## src/rtl/lcd_frame_writer_pkg.sv

```systemverilog
// lcd_pkg: shared constants for the HD44780 frame writer.
//   - command bytes for the init sequence and line base addresses
//   - FSM state encoding
//   - text_char(): pick one column byte out of a packed 16-char line
package lcd_pkg;

  localparam logic [7:0] LCD_CMD_FUNC_SET = 8'h38;
  localparam logic [7:0] LCD_CMD_DISP_ON  = 8'h0E;
  localparam logic [7:0] LCD_CMD_ENTRY    = 8'h06;
  localparam logic [7:0] LCD_CMD_CLEAR    = 8'h01;
  localparam logic [7:0] LCD_LINE1_BASE   = 8'h80;
  localparam logic [7:0] LCD_LINE2_BASE   = 8'hC0;

  typedef enum logic [3:0] {
    ST_POWER_WAIT = 4'd0,
    ST_FUNC_SET   = 4'd1,
    ST_DISP_ON    = 4'd2,
    ST_ENTRY_MODE = 4'd3,
    ST_CLEAR      = 4'd4,
    ST_CLEAR_WAIT = 4'd5,
    ST_LINE1_ADDR = 4'd6,
    ST_LINE1      = 4'd7,
    ST_LINE2_ADDR = 4'd8,
    ST_LINE2      = 4'd9,
    ST_CURSOR     = 4'd10
  } lcd_state_t;

  // Column 0 sits in the top byte, column 15 in the bottom byte, so the
  // right shift for column c is 8*(15-c) = {~c, 3'b000}.
  function automatic logic [7:0] text_char(input logic [127:0] text, input logic [3:0] col);
    return 8'(text >> {~col, 3'b000});
  endfunction

endpackage

```

## src/rtl/lcd_frame_writer_if.sv

```systemverilog
// lcd_frame_writer_if: groups the text inputs and LCD bus outputs.
//   line1_text/line2_text (128b each), ddram_address (7b)  -> writer
//   lcd_e, lcd_rs, lcd_rw, lcd_data (8b), frame_done        <- writer
// master = the frame writer, slave = whoever supplies text and watches the bus.
interface lcd_frame_writer_if;
  logic [127:0] line1_text;
  logic [127:0] line2_text;
  logic [6:0]   ddram_address;
  logic         lcd_e;
  logic         lcd_rs;
  logic         lcd_rw;
  logic [7:0]   lcd_data;
  logic         frame_done;

  modport master (
    input  line1_text, line2_text, ddram_address,
    output lcd_e, lcd_rs, lcd_rw, lcd_data, frame_done
  );

  modport slave (
    output line1_text, line2_text, ddram_address,
    input  lcd_e, lcd_rs, lcd_rw, lcd_data, frame_done
  );
endinterface

```

## src/rtl/lcd_frame_writer_step_timer.sv

```systemverilog
// lcd_step_timer: free-running step counter 0..STEP_CYCLES-1.
//   clk, rst (async active-low)
//   step_end   : high on the last clk of every step
//   step_start : high on the first clk of every step
//   e_window   : high while the counter is in [STEP_CYCLES/4, 3*STEP_CYCLES/4)
module lcd_step_timer #(
  parameter int STEP_CYCLES = 50
) (
  input  logic clk,
  input  logic rst,
  output logic step_end,
  output logic step_start,
  output logic e_window
);

  localparam int CW = $clog2(STEP_CYCLES);
  localparam logic [CW-1:0] LAST  = CW'(STEP_CYCLES - 1);
  localparam logic [CW-1:0] E_ON  = CW'(STEP_CYCLES / 4);
  localparam logic [CW-1:0] E_OFF = CW'((3 * STEP_CYCLES) / 4);

  logic [CW-1:0] cnt;

  always_ff @(posedge clk or negedge rst) begin
    if (!rst)          cnt <= '0;
    else if (step_end) cnt <= '0;
    else               cnt <= cnt + CW'(1);
  end

  assign step_end   = (cnt == LAST);
  assign step_start = (cnt == '0);
  assign e_window   = (cnt >= E_ON) && (cnt < E_OFF);

endmodule

```

## src/rtl/lcd_frame_writer.sv

```systemverilog
// lcd_frame_writer: continuous refresh of a 16x2 HD44780 panel, 8-bit write-only.
//   clk, rst (async active-low)
//   bus.line1_text/line2_text/ddram_address : text and cursor position, snapshotted per frame
//   bus.lcd_e/lcd_rs/lcd_rw/lcd_data        : panel bus
//   bus.frame_done                          : 1-clk pulse on the last clk of the CURSOR step
//
// state       | meaning
// POWER_WAIT  | INIT_STEPS idle steps after reset
// FUNC_SET    | cmd 38: 8-bit, 2 lines
// DISP_ON     | cmd 0E: display + cursor on
// ENTRY_MODE  | cmd 06: auto-increment
// CLEAR       | cmd 01
// CLEAR_WAIT  | CLEAR_WAIT_STEPS idle steps for the slow clear
// LINE1_ADDR  | cmd 80; inputs snapshotted on its first clk
// LINE1       | 16 data steps of row 0
// LINE2_ADDR  | cmd C0
// LINE2       | 16 data steps of row 1
// CURSOR      | cmd {1, ddram_snap}; frame_done on last clk, then back to LINE1_ADDR
module lcd_frame_writer
  import lcd_pkg::*;
#(
  parameter int STEP_CYCLES      = 50,
  parameter int INIT_STEPS       = 40,
  parameter int CLEAR_WAIT_STEPS = 40
) (
  input  logic                 clk,
  input  logic                 rst,
  lcd_frame_writer_if.master   bus
);

  localparam int IDLE_MAX = (INIT_STEPS > CLEAR_WAIT_STEPS) ? INIT_STEPS : CLEAR_WAIT_STEPS;
  localparam int IW       = $clog2(IDLE_MAX + 1);

  lcd_state_t   state, state_nxt;
  logic [IW-1:0] idle_cnt, idle_nxt;
  logic [3:0]   col_idx, col_nxt;
  logic [127:0] line1_snap, line2_snap;
  logic [6:0]   ddram_snap;
  logic         rs_q, step_rs;
  logic [7:0]   data_q, step_data;
  logic         step_end, step_start, e_window;
  logic         is_idle;

  lcd_step_timer #(.STEP_CYCLES(STEP_CYCLES)) u_timer (
    .clk        (clk),
    .rst        (rst),
    .step_end   (step_end),
    .step_start (step_start),
    .e_window   (e_window)
  );

  // state register
  always_ff @(posedge clk or negedge rst) begin
    if (!rst) state <= ST_POWER_WAIT;
    else      state <= state_nxt;
  end

  // next state plus the per-step counters that steer it
  always_comb begin
    state_nxt = state;
    if (step_end) begin
      unique case (state)
        ST_POWER_WAIT: if (idle_cnt == IW'(INIT_STEPS - 1)) state_nxt = ST_FUNC_SET;
        ST_FUNC_SET:   state_nxt = ST_DISP_ON;
        ST_DISP_ON:    state_nxt = ST_ENTRY_MODE;
        ST_ENTRY_MODE: state_nxt = ST_CLEAR;
        ST_CLEAR:      state_nxt = ST_CLEAR_WAIT;
        ST_CLEAR_WAIT: if (idle_cnt == IW'(CLEAR_WAIT_STEPS - 1)) state_nxt = ST_LINE1_ADDR;
        ST_LINE1_ADDR: state_nxt = ST_LINE1;
        ST_LINE1:      if (col_idx == 4'hF) state_nxt = ST_LINE2_ADDR;
        ST_LINE2_ADDR: state_nxt = ST_LINE2;
        ST_LINE2:      if (col_idx == 4'hF) state_nxt = ST_CURSOR;
        ST_CURSOR:     state_nxt = ST_LINE1_ADDR;
        default:       state_nxt = ST_POWER_WAIT;
      endcase
    end

    idle_nxt = idle_cnt;
    col_nxt  = col_idx;
    if (step_end) begin
      if (state_nxt != state) begin
        idle_nxt = '0;
        col_nxt  = '0;
      end else begin
        idle_nxt = idle_cnt + IW'(1);
        col_nxt  = col_idx + 4'd1;
      end
    end
  end

  // outputs: bus strobes for the current step, and the byte for the next step
  always_comb begin
    is_idle   = (state == ST_POWER_WAIT) || (state == ST_CLEAR_WAIT);
    step_rs   = 1'b0;
    step_data = 8'h00;
    unique case (state_nxt)
      ST_FUNC_SET:   step_data = LCD_CMD_FUNC_SET;
      ST_DISP_ON:    step_data = LCD_CMD_DISP_ON;
      ST_ENTRY_MODE: step_data = LCD_CMD_ENTRY;
      ST_CLEAR:      step_data = LCD_CMD_CLEAR;
      ST_LINE1_ADDR: step_data = LCD_LINE1_BASE;
      ST_LINE1: begin
        step_rs   = 1'b1;
        step_data = text_char(line1_snap, col_nxt);
      end
      ST_LINE2_ADDR: step_data = LCD_LINE2_BASE;
      ST_LINE2: begin
        step_rs   = 1'b1;
        step_data = text_char(line2_snap, col_nxt);
      end
      ST_CURSOR:     step_data = {1'b1, ddram_snap};
      default:       step_data = 8'h00;
    endcase
  end

  always_ff @(posedge clk or negedge rst) begin
    if (!rst) begin
      idle_cnt <= '0;
      col_idx  <= '0;
    end else begin
      idle_cnt <= idle_nxt;
      col_idx  <= col_nxt;
    end
  end

  // Snapshot on the first clk of LINE1_ADDR; LINE1 column 0 is loaded at the
  // end of that step, so the whole frame reads one consistent copy.
  always_ff @(posedge clk or negedge rst) begin
    if (!rst) begin
      line1_snap <= {16{8'h20}};
      line2_snap <= {16{8'h20}};
      ddram_snap <= '0;
    end else if (state == ST_LINE1_ADDR && step_start) begin
      line1_snap <= bus.line1_text;
      line2_snap <= bus.line2_text;
      ddram_snap <= bus.ddram_address;
    end
  end

  // rs/data change only at step boundaries so they bracket the e pulse
  always_ff @(posedge clk or negedge rst) begin
    if (!rst) begin
      rs_q   <= 1'b0;
      data_q <= 8'h00;
    end else if (step_end) begin
      rs_q   <= step_rs;
      data_q <= step_data;
    end
  end

  assign bus.lcd_e      = e_window && !is_idle;
  assign bus.lcd_rs     = rs_q;
  assign bus.lcd_rw     = 1'b0;
  assign bus.lcd_data   = data_q;
  assign bus.frame_done = (state == ST_CURSOR) && step_end;

endmodule

```

## src/flat_wrapper.sv

```systemverilog
// flat-port wrapper written by rule: the top's interface ports become plain ports
module lcd_frame_writer_flat import lcd_pkg::*;
#(
  parameter int STEP_CYCLES      = 50,
  parameter int INIT_STEPS       = 40,
  parameter int CLEAR_WAIT_STEPS = 40
)
  (clk, rst, bus_line1_text, bus_line2_text, bus_ddram_address, bus_lcd_e, bus_lcd_rs, bus_lcd_rw, bus_lcd_data, bus_frame_done);
  lcd_frame_writer_if bus_i ();
  input  logic clk;
  input  logic rst;
  input wire logic [$bits(bus_i.line1_text)-1:0] bus_line1_text;
  input wire logic [$bits(bus_i.line2_text)-1:0] bus_line2_text;
  input wire logic [$bits(bus_i.ddram_address)-1:0] bus_ddram_address;
  output wire logic [$bits(bus_i.lcd_e)-1:0] bus_lcd_e;
  output wire logic [$bits(bus_i.lcd_rs)-1:0] bus_lcd_rs;
  output wire logic [$bits(bus_i.lcd_rw)-1:0] bus_lcd_rw;
  output wire logic [$bits(bus_i.lcd_data)-1:0] bus_lcd_data;
  output wire logic [$bits(bus_i.frame_done)-1:0] bus_frame_done;
  assign bus_i.line1_text = bus_line1_text;
  assign bus_i.line2_text = bus_line2_text;
  assign bus_i.ddram_address = bus_ddram_address;
  assign bus_lcd_e = bus_i.lcd_e;
  assign bus_lcd_rs = bus_i.lcd_rs;
  assign bus_lcd_rw = bus_i.lcd_rw;
  assign bus_lcd_data = bus_i.lcd_data;
  assign bus_frame_done = bus_i.frame_done;
  lcd_frame_writer #(.STEP_CYCLES(STEP_CYCLES), .INIT_STEPS(INIT_STEPS), .CLEAR_WAIT_STEPS(CLEAR_WAIT_STEPS)) u_core (.clk(clk), .rst(rst), .bus(bus_i));
endmodule
```

## config.mk

```make
export PLATFORM = sky130hd
export DESIGN_NAME = lcd_frame_writer_flat
export DESIGN_NICKNAME = d
export VERILOG_FILES = /design/src/rtl/lcd_frame_writer_pkg.sv /design/src/rtl/lcd_frame_writer_if.sv /design/src/rtl/lcd_frame_writer_step_timer.sv /design/src/rtl/lcd_frame_writer.sv /design/src/flat_wrapper.sv
export SDC_FILE = /design/constraint.sdc
export NUM_CORES = 1
export LEC_CHECK = 0
export ABC_AREA = 0
export BUFFER_PORTS_ARGS = -buffer_cell sky130_fd_sc_hd__buf_2
export CORE_UTILIZATION = 50
export CTS_CLUSTER_SIZE = 10
export DETAILED_ROUTE_END_ITERATION = 7
export PLACE_DENSITY = 0.79
export SLEW_MARGIN = 20
export SYNTH_ARGS = -nofsm -noshare
export SYNTH_HDL_FRONTEND = slang
export SYNTH_HIERARCHICAL = 1
export SYNTH_SLANG_ARGS = --single-unit
```

## constraint.sdc

```tcl
create_clock -name clk -period 3.1 [get_ports clk]
set_input_delay 0.62 -clock clk [delete_from_list [all_inputs] [get_ports clk]]
set_output_delay 0.62 -clock clk [all_outputs]
set_load 0.02 [all_outputs]
```

==> flow_summary.ini, run 1 <==
[routing]
drt_iter0_drc = 829
first_pass_iters = 5
wire_per_inst_um = 22.08
drt_wl_total_mm = 42.70
antenna_left = 0
drc = 0
vias = 11280
post_drt_via_cell_ratio = 5.834

[worst_setup_path]
critical_path_required_ns = 3.51
cp_common_cell = buf_12
crit_path_top_delay_cell = dfrtp_1
critPathMaxFanout = 11
path_cells = nor2_2 > and4_4 > o21ai_1 > a31oi_2 > a21oi_2 > o22a_4 > nand2_8 > buf_12 > buf_12 > a211oi_1 > a311o_1 > o211a_1 > o41ai_2
crit_type = flop to flop
critPathMaxStageDelay_ns = 0.39
start_kind = flop
arrival_ns = 3.69
critPathCaptureType = flop

[synth]
ys_ff_latch = 292
synth_seq_area_share = 0.5177
syn-cell-area_mm2 = 0.01419
synth_edf_count = 0
synth_area_leaders = dfrtp_1, mux2_2, dfstp_2
yosys.area_share.simple = 0.06709
synth_cell_types = 75
netlist_instances = 1155
avgSynthCellArea_um2 = 12.29
synth_fa_ha_area_frac = 0.005290
async_reset_ff_frac = 1.000
yosys_most_used_dff = dfrtp_1
muxShareOfSynthArea = 0.2462
yosys.area.top_type = dfrtp_1
synth_fp_nets = 1426
synth-warning-count = 6
synth_top_area_share = 0.4584
synthXorXnorAreaFrac = 0.007405
synth_compound_area_frac = 0.1231
synth_top_family_by_area = multiplexers

[status]
violations = setup timing
outcome = complete, but fails checks

[cells_and_area]
final_cells = 1934
stdcell_area_mm2 = 0.01840
area_delta_synth_final_pct = 29.62
finalNetCount = 1793
drive_gt1_frac = 0.5419

[placement]
placedCellCount = 1837
place_area_mm2 = 0.01674
io_buffers = 275
place_hpwl_mm = 30.99
finalWeightedCongestion = 0.9112

[clock_network]
root_buffer = clkbuf_16
clk_pin_slew_worst_paths_ns = 0.06
cts-buffers-inserted = 36
cts_sinks = 292
cts.htree.levels = 2
clk_path_buf_depth = 3
cts_tree = built
clk_latency_ns = 0.53

[floorplanning]
num_io_pins = 277
rows = 61
start_util = 0.5095
die_h_um = 170.5
die_w_um = 170.5
dieArea_mm2 = 0.02906
coreArea_mm2 = 0.02786

[power]
combPwrFrac = 0.035
p_seq_frac = 0.475
swShare = 0.2204
p_leak_nw = 9.108
power.total_mw = 8.038
p_switching_mw = 1.771
p_int_mw = 6.266
irDropWorstVdd_uv = 345.8
p_per_area_mw_per_mm2 = 436.9
clockPowerShare = 0.491

[timing]
fmax_mhz = 305.0
tightest_slew_ns = 0.5355
report.final.hold_viol_count = 0
slew_headroom = 0.6430
fin_ws_ns = -0.1782
final.setup.tns_ns = -1.009
rsz0062_at_grt = true
slew_violations = 0
clock-skew-final_ns = 0.02581
period_share = 1.057
setup_viol = 8
period_needed_ns = 3.278

[min_path]
hp-class = input pin to async pin

[global_routing]
grt.overflow.total = 0
grt.total_usage = 0.2946
grt_pass1_vias = 11340
grt_max_degree = 85
grt_pass1_wl_mm = 64.29
antenna_found_initial = 6

[job]
max_cap_viol_count = 0
timing repair:
item / CTS / global route
hold endpoints to repair: 0 / 0
setup buffers: 11 / 14
gates cloned: 1 / 0
endpoints found under the setup margin: 8 / 8
gates resized for setup: 48 / 31
pin swaps: 15 / 15
hold buffers: 0 / 0
sequential cells by signal, indices dropped and copies added (netlist names):
register,count
u_core/idle_cnt,6
u_core/bus.lcd_rs,1
u_core/state,4
u_core/line1_snap,128
u_core/bus.lcd_data,8
u_core/ddram_snap,7
u_core/line2_snap,128
u_core/u_timer/cnt,6
u_core/col_idx,4
logic make-up after synthesis:
family / after synthesis
adder cells (fa/ha/maj): 6
buffers and inverters: 100
other: 1
flip-flops: 292
AO/OA/AOI/OAI: 240
multiplexers: 315
AND/OR/NAND/NOR: 189
XOR/XNOR: 12
worst paths after layout:
kind / from / endpoint / slack (ns) / cells past startpoint
worst max-delay path: u_core/u_timer/cnt[3] / u_core/bus.lcd_data[2] / -0.18 / 13
worst min-delay path: rst / u_core/line2_snap[17] / 0.01 / 1
worst max register to register: u_core/u_timer/cnt[3] / u_core/bus.lcd_data[2] / -0.18 / 13
worst min register to register: u_core/line1_snap[48] / u_core/line1_snap[48] / 0.50 / 1
max in group asynchronous: rst / u_core/line2_snap[29] / 2.23 / 2
min in group clk: bus_line1_text[30] / u_core/line1_snap[30] / 0.32 / 2
routing by layer:
layer  wire, um  track usage  vias up
met5          0            0        -
met4       2269       0.1598        0
met3       3133      0.05047      125
met2      19950       0.4629      531
met1      17340       0.3897     5608
li1           -            -     5019
layout make-up:
cell class | instances | area, um2
repair buffers | 416 | 2704
well taps | 378 | 473.0
inverters | 12 | 50.05
multi-input cells | 764 | 6709
diodes | 6 | 15.01
clock inverters | 7 | 90.09
flip-flops and latches | 292 | 7348
clock buffers | 59 | 1007
fillers | 2060 | 9462
stage by stage:
step | util | hold slack (ns) | setup slack, ns
after global placement | 0.6009 | 0.4844 | -0.2690
after CTS | 0.6499 | 0.01620 | -0.03183
final | 0.6604 | 0.01167 | -0.1782
after global routing | 0.6604 | 0.03615 | -0.2603
after detailed placement | 0.6009 | 0.4899 | -0.3363
after floorplan | - | 0.3244 | -0.03211
cells in the final DEF (no fill, tap or decap), types with 8 or more instances in the layout:
cell | Yosys | final
mux2i_1 | 42 | 41
dfstp_2 | 32 | 32
o211ai_1 | 20 | 20
a21boi_0 | 17 | 17
dfrtp_1 | 260 | 259
clkbuf_1 | 47 | 21
o21ai_0 | 36 | 31
buf_4 | 8 | 111
a22o_1 | 12 | 12
mux2_2 | 273 | 273
a21oi_1 | 38 | 33
a22oi_1 | 13 | 12
buf_6 | 4 | 11
clkbuf_16 | 0 | 36
nand4_1 | 12 | 12
nor2_1 | 25 | 22
buf_2 | 26 | 275
nand3_1 | 31 | 27
nand2_1 | 67 | 64
nor3_1 | 10 | 8
inv_1 | 9 | 8
buf_12 | 0 | 17
a211oi_1 | 41 | 37
power groups by stage:
stage	combinational, mW	clock [mW]	sequential [mW]
CTS	0.283	3.99	3.82
detailed placement	0.283	0	3.88
finish	0.279	3.94	3.82
floorplan	0.00482	0	3.88
global route	0.307	4.13	3.81
global placement	0.280	0	3.88
Yosys cell counts, types with 9 or more instances:
cell type and count:
mux2_2 273, nor3_1 10, nor2_1 25, o21ai_0 36, a21boi_0 17, nand4_1 12
nand3_1 31, o211ai_1 20, nand2_1 67, a22oi_1 13, inv_1 9, dfrtp_1 260
a211oi_1 41, a22o_1 12, dfstp_2 32, a21oi_1 38, clkbuf_1 47, buf_2 26
mux2i_1 42
worst max-delay path, delay by kind of cell (launching register included):
| kind | cells | cell delay (ns) |
|---|---|---|
| compound gates | 8 | 1.85 |
| buf+inv | 2 | 0.28 |
| flops | 1 | 0.39 |
| simple gates | 3 | 0.64 |
(Power assumes the default switching activity.)
==> run 2: changes to the inputs <==
Settings changed: TNS_END_PERCENT set to 1.
==> run 2 against run 1 <==
The flow still finishes with violations (setup timing). Worst hold slack improved by 0.056 ns. Final cell count rose by 0.31%. First-iteration DRC count rose by 3.3%. Utilization rose by 0.74 points. Critical path type unchanged. Largest cell class unchanged. Highest routed layer unchanged.
==> flow_summary.ini, run 2 (synthesized netlist as in run 1, its figures left out) <==
[cells_and_area]
finalNetCount = 1798
fillers = 2049
drive_gt1_frac = 0.5488
final_cells = 1940
multiInputGateArea_mm2 = 0.006768
stdcell_area_mm2 = 0.01860
area_delta_synth_final_pct = 31.08
mostFrequentLayoutCells = buf_2, mux2_2, dfrtp_1
layout_commonest_cell = buf_2
regArea_mm2 = 0.007348

[clock_network]
hold_buffers = 0
cts_sinks = 292
cts_tree = built
cts-buffers-inserted = 37
root_buffer = clkbuf_16
clk_pin_slew_worst_paths_ns = 0.06
cts.htree.levels = 2
clk_path_buf_depth = 3
clk_latency_ns = 0.53

[status]
violations = setup timing
outcome = complete, but fails checks

[worst_setup_path]
ff2ff_path_depth = 13
critPathTopFamily = compound AO/OA/AOI/OAI gates
crit_path_top_delay_cell = or4_4
arrival_ns = 3.74
critPathCaptureType = flop
path_depth = 13
rrSetupSlack_ns = -0.24
start_kind = flop
critical_path_required_ns = 3.50
worst-path-buf-inv = 2
r2r_end = u_core/bus.lcd_data[4]
r2r_start = u_core/u_timer/cnt[1]
crit_type = flop to flop
path_cells = inv_2 > ha_4 > and4_4 > and4bb_2 > a21oi_2 > a21oi_2 > o22a_4 > buf_12 > a21boi_1 > a211oi_1 > a211oi_1 > or4_4 > a311o_1
critPathMaxFanout = 8
critPathMaxStageDelay_ns = 0.53

[placement]
io_buffers = 275
finalWeightedCongestion = 0.9092
place_hpwl_mm = 30.59
placedCellCount = 1845
place_area_mm2 = 0.01684

[timing]
period_needed_ns = 3.342
slew_headroom = 0.5840
report.final.hold_viol_count = 0
tightest_slew_ns = 0.6240
period_share = 1.078
setup_viol = 7
slew_violations = 0
fin_ws_ns = -0.2419
fmax_mhz = 299.2
clock-skew-final_ns = 0.02091
rsz0062_at_grt = true
hold_ws_ns = 0.06732

[global_routing]
grt_max_degree = 98
grt_pass1_vias = 11460
grt.total_usage = 0.2945
grt_pass1_wl_mm = 64.56
grt.overflow.total = 0
antenna_found_initial = 6

[floorplanning]
rows = 61
start_util = 0.5095
dieArea_mm2 = 0.02906
num_io_pins = 277
die_h_um = 170.5
die_w_um = 170.5
coreArea_mm2 = 0.02786

[job]
max_cap_viol_count = 0

[routing]
drc = 0
wire_per_inst_um = 22.18
first_pass_iters = 5
drt_iter0_drc = 856
antenna_left = 0
drt_wl_total_mm = 43.04
vias = 11320
post_drt_via_cell_ratio = 5.837

[power]
p_per_area_mw_per_mm2 = 438.4
p_leak_nw = 9.238
irDropWorstVdd_uv = 379.4

[min_path]
hp-class = input pin to async pin
## run 2: layout make-up
cell class	count	share of cell area
timing repair buffer	421	0.1505
sequential	292	0.3950
inverter	12	0.002690
clock buffer	61	0.05683
antenna	6	0.0008071
clock inverter	7	0.004977
multi-input combinational	763	0.3638
tap	378	0.02542
## run 2: layer usage
layer,global-route usage,wire [um],vias to the layer above
li1,-,-,5046
met1,0.3937,17540,5642
met2,0.4612,19990,499
met3,0.04698,3162,137
met4,0.1579,2342,0
met5,0,0,-
## run 2: timing repair
item                                    in CTS  in global routing
endpoints found under the setup margin       8                  8
pin swaps                                   17                 17
gates cloned                                 2                  2
setup buffers                                9                  8
gates resized for setup                     53                 24
## run 2: where the power goes
group          total [mW]  switching (mW)  leakage, nW  internal [mW]
Combinational       0.272           0.144         4.74          0.128
Sequential           3.82               0         3.95           3.82
Clock                4.07            1.64        0.550           2.43
## run 2: stage by stage
step           setup slack [ns]  power, mW  utilization   TNS, ns
6_report                -0.2419      8.156       0.6678   -0.9321
3_5_place_dp            -0.3560      4.157       0.6044    -1.756
5_1_grt                 -0.2756      8.404       0.6678    -1.601
4_1_cts                 -0.1004      8.218       0.6592   -0.5999
3_3_place_gp            -0.2875      4.154       0.6044    -1.482
2_1_floorplan          -0.03211      3.887            -  -0.08360
## run 2: how the worst max path moves through the flow
stage	endpoint	start	slack, ns
floorplan	u_core/bus.lcd_data[4]	u_core/u_timer/cnt[1]	-0.03
global placement	u_core/bus.lcd_data[3]	u_core/idle_cnt[0]	-0.29
detailed placement	u_core/bus.lcd_data[3]	u_core/idle_cnt[0]	-0.36
CTS	u_core/bus.lcd_data[5]	u_core/u_timer/cnt[1]	-0.10
global route	u_core/bus.lcd_data[4]	u_core/u_timer/cnt[1]	-0.28
finish	u_core/bus.lcd_data[4]	u_core/u_timer/cnt[1]	-0.24
==> run 3: changes to the inputs <==
Settings changed: PLACE_DENSITY 0.79 to 0.86.
==> run 3 against run 2 <==
Highest routed layer unchanged. Clock-buffer cell count unchanged. First-iteration DRC count up 35%. Worst setup slack worse by 0.0072 ns. Utilization increased by 0.73 points. Largest power group unchanged. Worst hold slack better by 0.045 ns. Cell area grew 1.1%. Total power down 1.9%. Die area unchanged. Via count increased by 4.1%. The run still ends with setup timing left. Final cell count up 1.4%.
==> flow_summary.ini, run 3 (synthesized netlist as in run 1, its figures left out) <==
[timing]
final.setup.tns_ns = -1.209
fin_ws_ns = -0.2491
period_share = 1.080
fmax_mhz = 298.6
rsz0062_at_grt = true
period_needed_ns = 3.349
report.final.hold_viol_count = 0
clock-skew-final_ns = 0.01728
tightest_slew_ns = 0.7272
slew_violations = 0
slew_headroom = 0.5152
setup_viol = 8

[floorplanning]
dieArea_mm2 = 0.02906
start_util = 0.5095
num_io_pins = 277
coreArea_mm2 = 0.02786
rows = 61
die_w_um = 170.5
die_h_um = 170.5

[routing]
antenna_left = 0
drt_wl_total_mm = 44.53
first_pass_iters = 7
drt_iter0_drc = 1154
drc = 0
wire_per_inst_um = 22.63
vias = 11790
post_drt_via_cell_ratio = 5.990

[clock_network]
hold_buffers = 0
cts-buffers-inserted = 36
clk_latency_ns = 0.53
root_buffer = clkbuf_16
cts_sinks = 292
clk_path_buf_depth = 3
clk_pin_slew_worst_paths_ns = 0.06
cts_tree = built
cts.htree.levels = 2

[worst_setup_path]
critPathMaxFanout = 9
ff2ff_path_depth = 14
critPathCaptureType = flop
critPathMaxStageDelay_ns = 0.56
critical_path_required_ns = 3.50
worst-path-buf-inv = 3
rrSetupSlack_ns = -0.25
r2r_start = u_core/u_timer/cnt[1]
arrival_ns = 3.75
r2r_end = u_core/bus.lcd_data[5]
start_kind = flop
path_cells = inv_2 > ha_4 > and4_4 > and4bb_1 > a21oi_1 > a21oi_2 > o22a_4 > buf_12 > buf_6 > a21boi_1 > a211oi_2 > a211oi_1 > or4_4 > a311o_1
path_depth = 14
crit_path_top_delay_cell = or4_4
crit_type = flop to flop
critPathTopFamily = compound AO/OA/AOI/OAI gates

[status]
violations = setup timing
outcome = complete, but fails checks

[global_routing]
antenna_found_initial = 8
grt.total_usage = 0.3090
grt.overflow.total = 0
grt_pass1_wl_mm = 67.95
grt_pass1_vias = 12320
grt_max_degree = 120

[cells_and_area]
layout_commonest_cell = buf_2
multiInputGateArea_mm2 = 0.006810
regArea_mm2 = 0.007348
fillers = 1890
final_cells = 1968
drive_gt1_frac = 0.5537
finalNetCount = 1826
mostFrequentLayoutCells = buf_2, mux2_2, dfrtp_1
area_delta_synth_final_pct = 32.51

[min_path]
hp-class = input pin to async pin

[placement]
place_hpwl_mm = 31.02
finalWeightedCongestion = 0.9180
io_buffers = 275
placedCellCount = 1865

[power]
p_leak_nw = 9.357
p_per_area_mw_per_mm2 = 425.5
irDropWorstVdd_uv = 399.5

[job]
max_cap_viol_count = 0
[run 3: cell types whose count changed in the layout (fill, tap and decap cells not counted), moves of 4 or more]
cell	change
buf_4	+22
o21ai_1	+6
buf_6	+5
a211oi_1	-4
a211oi_2	+4
o21ai_0	-4
[run 3: worst register-to-register path: cells and delay by family, from the launching register on]
family          cells  cell delay (ns)
fa+ha+maj           1             0.13
simple gates        3             1.10
buf+inv             3             0.34
flops               1             0.39
compound gates      7             1.26
[run 3: per-layer routing]
layer	GRT usage	share of wire	vias to the layer above
met5	0	0	-
met1	0.3979	0.39	5805
met2	0.4847	0.46	657
met4	0.1943	0.070	0
met3	0.05442	0.079	230
li1	-	-	5097
[run 3: worst max-delay path by stage]
stage	to	startpoint
global placement	u_core/bus.lcd_data[5]	u_core/idle_cnt[0]
floorplan	u_core/bus.lcd_data[4]	u_core/u_timer/cnt[1]
CTS	u_core/bus.lcd_data[7]	u_core/idle_cnt[1]
global route	u_core/bus.lcd_data[2]	u_core/u_timer/cnt[1]
finish	u_core/bus.lcd_data[5]	u_core/u_timer/cnt[1]
detailed placement	u_core/bus.lcd_data[4]	u_core/idle_cnt[0]
[run 3: final cells by class]
cell class	instances	area share
flip-flops and latches	292	0.3907
multi-input cells	764	0.3621
diodes	8	0.001064
repair buffers	449	0.1605
clock inverters	4	0.002861
well taps	378	0.02515
inverters	12	0.002528
clock buffers	61	0.05509
[run 3: metrics by stage]
stage | hold WS (ns) | setup slack [ns] | total power [mW] | utilization | area [um2]
after global routing | 0.1685 | -0.3726 | 8.236 | 0.6751 | 18810
after global placement | 0.4833 | -0.1761 | 4.160 | 0.6094 | 16980
final | 0.1125 | -0.2491 | 8.002 | 0.6751 | 18810
after floorplan | 0.3244 | -0.03211 | 3.887 | - | 14260
after CTS | 0.1441 | -0.09334 | 8.058 | 0.6692 | 18640
after detailed placement | 0.4877 | -0.2589 | 4.161 | 0.6094 | 16980
[run 3: what timing repair did]
action	4_1_cts	5_1_grt
resized for setup	80	17
hold endpoints to repair	0	0
pin swaps	31	10
gates cloned	3	0
buffers inserted	24	5
endpoints found under the setup margin	8	8
[run 3: report_power, final]
part,leakage (nW),switching [mW],internal [mW]
clock,0.524,1.62,2.29
combinational,4.88,0.146,0.131
sequential,3.95,0,3.82
